==> src/rtl/alu_pkg.sv <==
// Shared opcodes, FSM state type and opcode helpers
// for the sequential ALU and its iteration engine.
package alu_pkg;

  localparam logic [3:0] OP_AND  = 4'b0000;
  localparam logic [3:0] OP_OR   = 4'b0001;
  localparam logic [3:0] OP_ADD  = 4'b0010;
  localparam logic [3:0] OP_SUB  = 4'b0011;
  localparam logic [3:0] OP_SLT  = 4'b0100;
  localparam logic [3:0] OP_SGT  = 4'b0101;
  localparam logic [3:0] OP_SEQ  = 4'b0110;
  localparam logic [3:0] OP_SHL  = 4'b1000;
  localparam logic [3:0] OP_SHR  = 4'b1001;
  localparam logic [3:0] OP_SRA  = 4'b1010;
  localparam logic [3:0] OP_MUL  = 4'b1011;
  localparam logic [3:0] OP_DIVU = 4'b1100;

  typedef enum logic [1:0] {
    S_IDLE = 2'd0,
    S_RUN  = 2'd1,
    S_DONE = 2'd2
  } state_e;

  function automatic logic is_multicycle(
    input logic [3:0] op
  );
    return (op == OP_MUL) || (op == OP_DIVU);
  endfunction

endpackage

==> src/rtl/seq_alu_iter.sv <==
// Shared shift-add multiply / restoring divide engine.
// Ports: load/mode/a/b start an op, step advances one bit,
// finished flags the last step, lo_nx/hi_nx are step results.
module seq_alu_iter
  import alu_pkg::*;
#(
  parameter int WIDTH = 16,
  localparam int SHW = $clog2(WIDTH)
) (
  input  logic             clock,
  input  logic             reset,
  input  logic             load,
  input  logic             mode,
  input  logic [WIDTH-1:0] a,
  input  logic [WIDTH-1:0] b,
  input  logic             step,
  output logic             finished,
  output logic [WIDTH-1:0] lo_nx,
  output logic [WIDTH-1:0] hi_nx
);

  localparam logic [SHW-1:0] CNT_INIT =
    SHW'(WIDTH - 1);

  logic [WIDTH-1:0] acc_q;
  logic [WIDTH-1:0] mq_q;
  logic [WIDTH-1:0] b_q;
  logic             mode_q;
  logic [SHW-1:0]   cnt_q;

  logic [WIDTH:0]   sum;
  logic [WIDTH:0]   sh;
  logic [WIDTH-1:0] diff;
  logic             ge;

  // mode 0: {acc,mq} shifts right, acc gathers the
  // product. mode 1: {acc,mq} shifts left, acc is the
  // partial remainder and mq collects quotient bits.
  always_comb begin
    sum   = {1'b0, acc_q}
          + (mq_q[0] ? {1'b0, b_q} : '0);
    sh    = {acc_q, mq_q[WIDTH-1]};
    ge    = sh >= {1'b0, b_q};
    diff  = sh[WIDTH-1:0] - b_q;
    lo_nx = '0;
    hi_nx = '0;
    if (mode_q) begin
      hi_nx = ge ? diff : sh[WIDTH-1:0];
      lo_nx = {mq_q[WIDTH-2:0], ge};
    end else begin
      hi_nx = sum[WIDTH:1];
      lo_nx = {sum[0], mq_q[WIDTH-1:1]};
    end
  end

  assign finished = (cnt_q == '0);

  always_ff @(posedge clock or negedge reset) begin
    if (!reset) begin
      acc_q  <= '0;
      mq_q   <= '0;
      b_q    <= '0;
      mode_q <= 1'b0;
      cnt_q  <= '0;
    end else if (load) begin
      acc_q  <= '0;
      mq_q   <= a;
      b_q    <= b;
      mode_q <= mode;
      cnt_q  <= CNT_INIT;
    end else if (step) begin
      acc_q  <= hi_nx;
      mq_q   <= lo_nx;
      cnt_q  <= cnt_q - 1'b1;
    end
  end

endmodule

==> src/rtl/seq_alu.sv <==
// Multi-cycle ALU: single-cycle logic/arith/compare/shift
// plus iterative mul/divu, start/done handshake, registered results.
module seq_alu
  import alu_pkg::*;
#(
  parameter int WIDTH = 16,
  localparam int SHW = $clog2(WIDTH)
) (
  input  logic             clock,
  input  logic             reset,
  input  logic             start,
  input  logic [3:0]       op,
  input  logic [WIDTH-1:0] a,
  input  logic [WIDTH-1:0] b,
  output logic             busy,
  output logic             done,
  output logic [WIDTH-1:0] result,
  output logic [WIDTH-1:0] result_hi,
  output logic             overflow,
  output logic             zero,
  output logic             div_by_zero,
  output logic             illegal_op
);

  localparam logic [WIDTH-1:0] WV = WIDTH'(WIDTH);

  state_e           state_q;
  logic [3:0]       op_q;
  logic             done_q;
  logic [WIDTH-1:0] res_q;
  logic [WIDTH-1:0] hi_q;
  logic             ovf_q;
  logic             zero_q;
  logic             dbz_q;
  logic             ill_q;

  logic [WIDTH-1:0] add_r;
  logic [WIDTH-1:0] sub_r;
  logic [SHW-1:0]   amt;
  logic             b_big;
  logic             lt;
  logic             eq;
  logic             dz;
  logic [WIDTH-1:0] sc_res;
  logic [WIDTH-1:0] sc_hi;
  logic             sc_ovf;
  logic             sc_dbz;
  logic             sc_ill;

  logic             it_load;
  logic             it_step;
  logic             it_fin;
  logic [WIDTH-1:0] it_lo;
  logic [WIDTH-1:0] it_hi;

  assign add_r = a + b;
  assign sub_r = a - b;
  assign amt   = b[SHW-1:0];
  assign b_big = b >= WV;
  assign lt    = $signed(a) < $signed(b);
  assign eq    = a == b;
  assign dz    = (op == OP_DIVU) && (b == '0);

  always_comb begin
    sc_res = '0;
    sc_hi  = '0;
    sc_ovf = 1'b0;
    sc_dbz = 1'b0;
    sc_ill = 1'b0;
    unique case (op)
      OP_AND: sc_res = a & b;
      OP_OR:  sc_res = a | b;
      OP_ADD: begin
        sc_res = add_r;
        sc_ovf = (a[WIDTH-1] == b[WIDTH-1])
              && (add_r[WIDTH-1] != a[WIDTH-1]);
      end
      OP_SUB: begin
        sc_res = sub_r;
        sc_ovf = (a[WIDTH-1] != b[WIDTH-1])
              && (sub_r[WIDTH-1] != a[WIDTH-1]);
      end
      OP_SLT: sc_res = {{(WIDTH-1){1'b0}}, lt};
      OP_SGT: sc_res = {{(WIDTH-1){1'b0}}, !lt && !eq};
      OP_SEQ: sc_res = {{(WIDTH-1){1'b0}}, eq};
      OP_SHL: sc_res = b_big ? '0 : a << amt;
      OP_SHR: sc_res = b_big ? '0 : a >> amt;
      OP_SRA: sc_res = b_big ? {WIDTH{a[WIDTH-1]}}
                             : WIDTH'($signed(a) >>> amt);
      OP_MUL: sc_res = '0;
      OP_DIVU: begin
        // Only reached here when b == 0.
        sc_res = '1;
        sc_hi  = a;
        sc_dbz = 1'b1;
      end
      default: sc_ill = 1'b1;
    endcase
  end

  assign it_load = (state_q == S_IDLE) && start
                && is_multicycle(op) && !dz;
  assign it_step = (state_q == S_RUN);

  seq_alu_iter #(.WIDTH(WIDTH)) u_iter (
    .clock    (clock),
    .reset    (reset),
    .load     (it_load),
    .mode     (op == OP_DIVU),
    .a        (a),
    .b        (b),
    .step     (it_step),
    .finished (it_fin),
    .lo_nx    (it_lo),
    .hi_nx    (it_hi)
  );

  always_ff @(posedge clock or negedge reset) begin
    if (!reset) begin
      state_q <= S_IDLE;
      op_q    <= '0;
      done_q  <= 1'b0;
      res_q   <= '0;
      hi_q    <= '0;
      ovf_q   <= 1'b0;
      zero_q  <= 1'b0;
      dbz_q   <= 1'b0;
      ill_q   <= 1'b0;
    end else begin
      unique case (state_q)
        S_IDLE: begin
          done_q <= 1'b0;
          if (start) begin
            op_q <= op;
            if (it_load) begin
              state_q <= S_RUN;
            end else begin
              state_q <= S_DONE;
              done_q  <= 1'b1;
              res_q   <= sc_res;
              hi_q    <= sc_hi;
              ovf_q   <= sc_ovf;
              zero_q  <= (sc_res == '0);
              dbz_q   <= sc_dbz;
              ill_q   <= sc_ill;
            end
          end
        end
        S_RUN: begin
          // Last step: capture the engine's step output
          // directly so done lands on the same edge.
          if (it_fin) begin
            state_q <= S_DONE;
            done_q  <= 1'b1;
            res_q   <= it_lo;
            hi_q    <= it_hi;
            ovf_q   <= (op_q == OP_MUL) && (it_hi != '0);
            zero_q  <= (it_lo == '0);
            dbz_q   <= 1'b0;
            ill_q   <= 1'b0;
          end
        end
        S_DONE: begin
          state_q <= S_IDLE;
          done_q  <= 1'b0;
        end
        default: begin
          state_q <= S_IDLE;
          done_q  <= 1'b0;
        end
      endcase
    end
  end

  assign busy        = (state_q != S_IDLE);
  assign done        = done_q;
  assign result      = res_q;
  assign result_hi   = hi_q;
  assign overflow    = ovf_q;
  assign zero        = zero_q;
  assign div_by_zero = dbz_q;
  assign illegal_op  = ill_q;

endmodule

==> config.mk <==
export PLATFORM = sky130hd
export DESIGN_NAME = seq_alu
export DESIGN_NICKNAME = d
export VERILOG_FILES = /design/src/rtl/alu_pkg.sv /design/src/rtl/seq_alu_iter.sv /design/src/rtl/seq_alu.sv
export SDC_FILE = /design/constraint.sdc
export NUM_CORES = 1
export LEC_CHECK = 0
export CORE_ASPECT_RATIO = 0.75
export CORE_MARGIN = 2
export CORE_UTILIZATION = 41
export DETAILED_ROUTE_END_ITERATION = 16
export SYNTH_ARGS = -nofsm -noshare
export SYNTH_HDL_FRONTEND = slang
export SYNTH_SLANG_ARGS = --single-unit
==> constraint.sdc <==
create_clock -name clock -period 4 [get_ports clock]
set_clock_uncertainty 0.2 [all_clocks]
set_input_delay 1.2 -clock clock [delete_from_list [all_inputs] [get_ports clock]]
set_output_delay 1.2 -clock clock [all_outputs]
set_load 0.02 [all_outputs]
* After elaboration in Yosys (flattened, before gate mapping)
Index checks and enable logic that the tools add are counted.
** Word-level totals
- Bits in latches :: 0
- Bits in read-only memories :: 0
- Memories :: 0
- Register bits after elaboration :: 96
- Output and inout port bits :: 38
- Memory bits (writable) :: 0
- Word-level logic and storage cells :: 123
** Operators by class
- Multipliers :: 0
- $add $sub $neg :: 5
- Div/mod/pow operators :: 0
- Muxes and demuxes :: 49
- Bitwise operators :: 2
- Eq/ne operators :: 21
- Shifts and indexed selects :: 3
- Reductions and logical operators :: 26
- Order comparisons :: 3
** Operator list (count)
- $mux 16 :: 18
- $pmux 16 s11 :: 1
- $pmux 16 s2 :: 2
- $logic_not 16->1 :: 3
- $sub 16x16->16 :: 2
- $eq 4x4->1 const B :: 6
- $add 16x17->17 :: 1
- $ge 17x16->1 :: 1
- $add 16x16->16 :: 1
- $and 16x16->16 :: 1
- $eq 16x16->1 :: 1
- $ge 16x5->1 const B :: 1
- $lt 16x16->1 :: 1
- $mux 1 :: 16
- $or 16x16->16 :: 1
- $reduce_bool 16->1 :: 1
- $shl 16x4->16 :: 1
- $shr 16x4->16 :: 1
- $sshr 16x4->16 :: 1
- $eq 4x3->1 const B :: 3
- $pmux 1 s2 :: 6
- $reduce_or 12->1 :: 1
- $eq 4x2->1 const B :: 2
- $logic_and 1x1->1 :: 8
- other kinds (17) :: 29

* Logic depth before layout (Yosys ltp)
- Depth after elaboration :: 8
- Mapped depth :: 15

* By module
From an unflattened synthesis, not the netlist that was laid out.
** Second synthesis, totals
- Cell total of the unflattened synthesis :: 1371
- Area total of the unflattened synthesis :: 10905.5 sq um
** Modules (own cells, without submodules)
- seq_alu :: times used 1, area each 6537.5 sq um, sequential area each 1076.0 sq um, cells an instance 862
- seq_alu_iter :: times used 1, area each 4367.9 sq um, sequential area each 1326.3 sq um, cells an instance 509

* Least setup slack after synthesis
No wires, ideal clock.
- Path type :: input to register
- Start point :: in b[2]
- End point :: reg res_q[14], in the netlist result[14]
- Stages :: 15
- Setup time :: 123 ps
- Buffers on the path :: 3
- Arrival time :: 4289 ps
- Path slack :: -612 ps
- Cell sequence :: buf_2 > clkinv_1 > clkbuf_1 > ha_1 > buf_6 > nand2b_1 > a21oi_1 > nor2_1 > o41ai_2 > a2111o_1 > nor4b_4 > nor4b_4 > o21ai_1 > a221o_2 > o221a_1
** On the way
- Longest elaborated chain between the ends :: 6
- Elaborated cells between the ends (all ways) :: 19
** Ends and longest elaborated chain
- from (decl) :: line seq_alu.sv:14 : input logic [WIDTH-1:0] b,
- $ge 16x5->1 (tied with other cells) :: line seq_alu.sv:59 : assign b_big = b >= WV;
- $mux 16 (tied with other cells) :: line seq_alu.sv:88 : OP_SRA: sc_res = b_big ? {WIDTH{a[WIDTH-1]}}
- $pmux 16 s11 or $logic_not 1->1 (tied branches) :: line seq_alu.sv:70, seq_alu.sv:102
- $mux 16 or $logic_and 1x1->1 (tied branches) :: line seq_alu.sv:135, seq_alu.sv:102
- $mux 16 or $ne 2x2->1 (tied branches)
- $pmux 16 s2 or $reduce_and 4->1 (tied branches)
- to (signal assigned) :: line seq_alu.sv:140 : res_q <= sc_res;
- to (signal assigned) :: line seq_alu.sv:155 : res_q <= it_lo;
- to (decl) :: line seq_alu.sv:30 : logic [WIDTH-1:0] res_q;
Parallel ways exist; a longest one is shown, timed or not. The select of a mux whose other input is x is not followed.
A chain may end at the register's enable or synchronous reset.

* Final worst setup path
- Start point :: in b[0]
- End point :: reg zero_q, in the netlist zero
** On the way
- Longest elaborated chain between the ends :: 8
- Elaborated cells between the ends (all ways) :: 27
** Ends and longest elaborated chain
- $lt 16x16->1 or $eq 16x16->1 (tied branches) :: line seq_alu.sv:60, seq_alu.sv:61
- $logic_not 1->1 :: line seq_alu.sv:84 : OP_SGT: sc_res = {{(WIDTH-1){1'b0}}, !lt && !eq};
- $logic_and 1x1->1 :: line seq_alu.sv:84
- $pmux 16 s11 :: line seq_alu.sv:70 : unique case (op)
- $logic_not 16->1 :: line seq_alu.sv:143 : zero_q <= (sc_res == '0);
- $mux 1 :: line seq_alu.sv:135 : if (it_load) begin
- $mux 1 :: line seq_alu.sv:133 : if (start) begin
- $pmux 1 s2 :: line seq_alu.sv:130 : unique case (state_q)
- to (signal assigned) :: line seq_alu.sv:143
- to (signal assigned) :: line seq_alu.sv:158 : zero_q <= (it_lo == '0);
- to (decl) :: line seq_alu.sv:33 : logic zero_q;
Parallel ways exist; a longest one is shown, timed or not. The select of a mux whose other input is x is not followed.

==> results_dict.tcl <==
set metrics [dict create \
    status "finished with violations" \
    violations "negative setup slack" \
    drive_gt1_share_pct 33.8 \
    hold_violations 0 \
    avgRoutedWirePerCell_um 22.8 \
    placed_area_um2 13900 \
    numCtsBuffers 9 \
    syn_to_final_growth_pct 45.0 \
    syn-instance-count 1338 \
    holdCritStartpoint "result_hi[8]$_DFFE_PN0P_" \
    nFillCells 2314 \
    core_area_um2 25000 \
    syn_area_um2 10500 \
    drv_cap 0 \
    arrival_ns 4.21 \
    antenna_found_initial 0 \
    vdd_ir_drop_max_mv 0.314 \
    final_cell_mix "347 x buf_4, 172 x nand2_1, 110 x o21ai_0" \
    cp-end-kind "flop" \
    place.port_buffers 76 \
    fp.dieArea_um2 26900 \
    first_global_vias 11100 \
    setup_tns_ns -0.215 \
    cts_hold_buf 0 \
    synth_flop_cell "dfrtp_1" \
    final_antenna_net_count 0 \
    grt-ovfl-total 0 \
    synth_area_leaders "dfrtp_1 23%, ha_1 9.9%, nand2_1 6.2%, o21ai_0 5.7%, a21oi_1 5.4%" \
    setup_viol 2 \
    period_needed_ns 4.14 \
    drtPass1Iterations 6 \
    p_per_area_nw_per_um2 551 \
    num_antenna_cells 0 \
    worstMarginPinSlew_ns 0.846 \
    path_clk_slew_ns 0.07 \
    power.leakage_uw 0.00690 \
    required_ns 4.07 \
    critPathKind "in -> reg" \
    globalplace.congestion 1.07 \
    clock_sinks 96 \
    final_common_cell "buf_4" \
    holdCritPathClass "reg -> reg" \
    num_io_pins 77 \
    dp_slack_ns -1.41 \
    grt_usage_pct 34.3 \
    crit_start "b[0]" \
    cts_root_buf "clkbuf_16" \
    die_w_um 189 \
    die_h_um 143 \
    reg2reg_from "u_iter.mq_q[15]$_DFFE_PN0P_" \
    hpwl_um 37600 \
    grt_pass1_wl_um 69000 \
    fin_crit_sh_pct 103 \
    ys_ff_latch 96 \
    postSynthAreaPerCell_um2 7.84 \
    slew_headroom_pct 43.3 \
    ys_warn_count 0 \
    clockBufferDepth 2 \
    synthesis.nets 1464 \
    cts_tree "built" \
    drc 0 \
    worst_setup_path_start_kind "input pin" \
    fmax_ghz 0.242 \
    final_util_pct 60.8 \
    synth_top_area_cell "dfrtp_1" \
    synth_top_cell_area_share_pct 22.9 \
    maxSlewViolCount 0 \
    first_iter_violations 1271 \
    finalInstanceArea_um2 15200 \
    clk_latency_ns 0.35 \
    setup_slack_ns -0.140 \
    ys_types 91 \
    rows 50 \
    nNetsFinal 1834 \
    vias 12100 \
    start_util_pct 41.9 \
    rsz0062_at_grt "true" \
    routed_wl_um 46700 \
    vias_per_cell 5.92 \
    grt_max_degree 54 \
    synth_edf_count 0 \
    async_flop_share_pct 100 \
    crit_fanout 4 \
    cts_max_level 3 \
    yosysSeqAreaShare_pct 22.9 \
]
synthesized netlist by cell type (17+ instances only):
library cell and number:
a211oi_1 23, a21oi_1 114, a31oi_1 17, and2_1 22, clkbuf_1 50, dfrtp_1 96
ha_1 83, inv_1 74, mux2i_1 38, nand2_1 174, nand3_1 29, nor2_1 109
nor3_1 20, o211ai_1 35, o21ai_0 120, xnor2_1 18, xor2_1 18
per-stage QoR:
step,total power [µW],hold slack [ns],cells
6_report,8380,0.282,2051
5_1_grt,9000,0.320,2051
4_1_cts,8130,0.286,2030
3_5_place_dp,7090,0.271,2000
3_3_place_gp,7020,0.265,2000
2_1_floorplan,4870,0.232,1338
kinds of logic after synthesis:
logic type / synth area share, %
AO/OA/AOI/OAI: 27.3
XOR/XNOR: 3.00
adder cells (fa/ha/maj): 10.8
buffers and inverters: 7.42
flip-flops: 22.9
multiplexers: 8.45
AND/OR/NAND/NOR: 20.2
worst max-delay path, stage by stage:
cell	delay, ns
buf_6	0.14
ha_4	0.16
inv_2	0.04
fa_2	0.41
nand2b_4	0.09
a21oi_4	0.05
nor2_4	0.13
buf_6	0.11
xor2_1	0.06
a2111o_1	0.44
a2111oi_4	0.32
nand3b_1	0.15
nor4_2	0.28
buf_4	0.17
nand4_1	0.19
o31ai_2	0.26
repair_timing:
action | CTS | global route
gates resized for setup | 129 | 111
setup endpoints to repair | 14 | 38
cloned | 0 | 1
pin swaps | 40 | 64
buffers inserted | 16 | 20
power by group:
group          leakage [µW]  switching, µW  internal (µW)  total (µW)
Combinational       0.00557           3170           2570        5740
Sequential          0.00118            351           1380        1730
Clock              0.000151            399            511         910
Total               0.00690           3920           4460        8380
area by class of cell:
cell class	count	area [µm²]	area share, %
multi-input cells	1075	8040	52.8
repair buffers	449	3730	24.5
flip-flops and latches	96	2400	15.8
well taps	338	423	2.78
inverters	77	307	2.01
clock buffers	10	239	1.57
clock inverters	6	75.1	0.493
flip-flops by register name, summed over array words and instances, names as in the netlist, 2 cells and up:
name	flops
result	16
result_hi	16
u_iter.acc_q	16
u_iter.b_q	16
u_iter.mq_q	16
op_q	4
u_iter.cnt_q	4
state_q	2
worst paths after layout:
path	endpoint	slack [ns]	cells after the start
hold reg to reg	result_hi[8]$_DFFE_PN0P_	0.28	2
max in group asynchronous	op_q[1]$_DFFE_PN0P_	2.22	2
hold / removal	result_hi[8]$_DFFE_PN0P_	0.28	2
setup reg to reg	overflow$_DFFE_PN0P_	0.11	15
setup / recovery	zero$_DFFE_PN0P_	-0.14	16
min in group asynchronous	result_hi[11]$_DFFE_PN0P_	0.66	1
per-layer routing:
metal | vias up | share of wire (%) | GRT usage, % | routed length [µm]
met5 | - | 0 | 0 | 0
met4 | 0 | 2.0 | 6.83 | 915
met3 | 64 | 13 | 14.4 | 6280
li1 | 5624 | - | - | -
met1 | 5807 | 47 | 51.2 | 21700
met2 | 647 | 38 | 45.1 | 17700
Power figures use the tool's default switching activity.
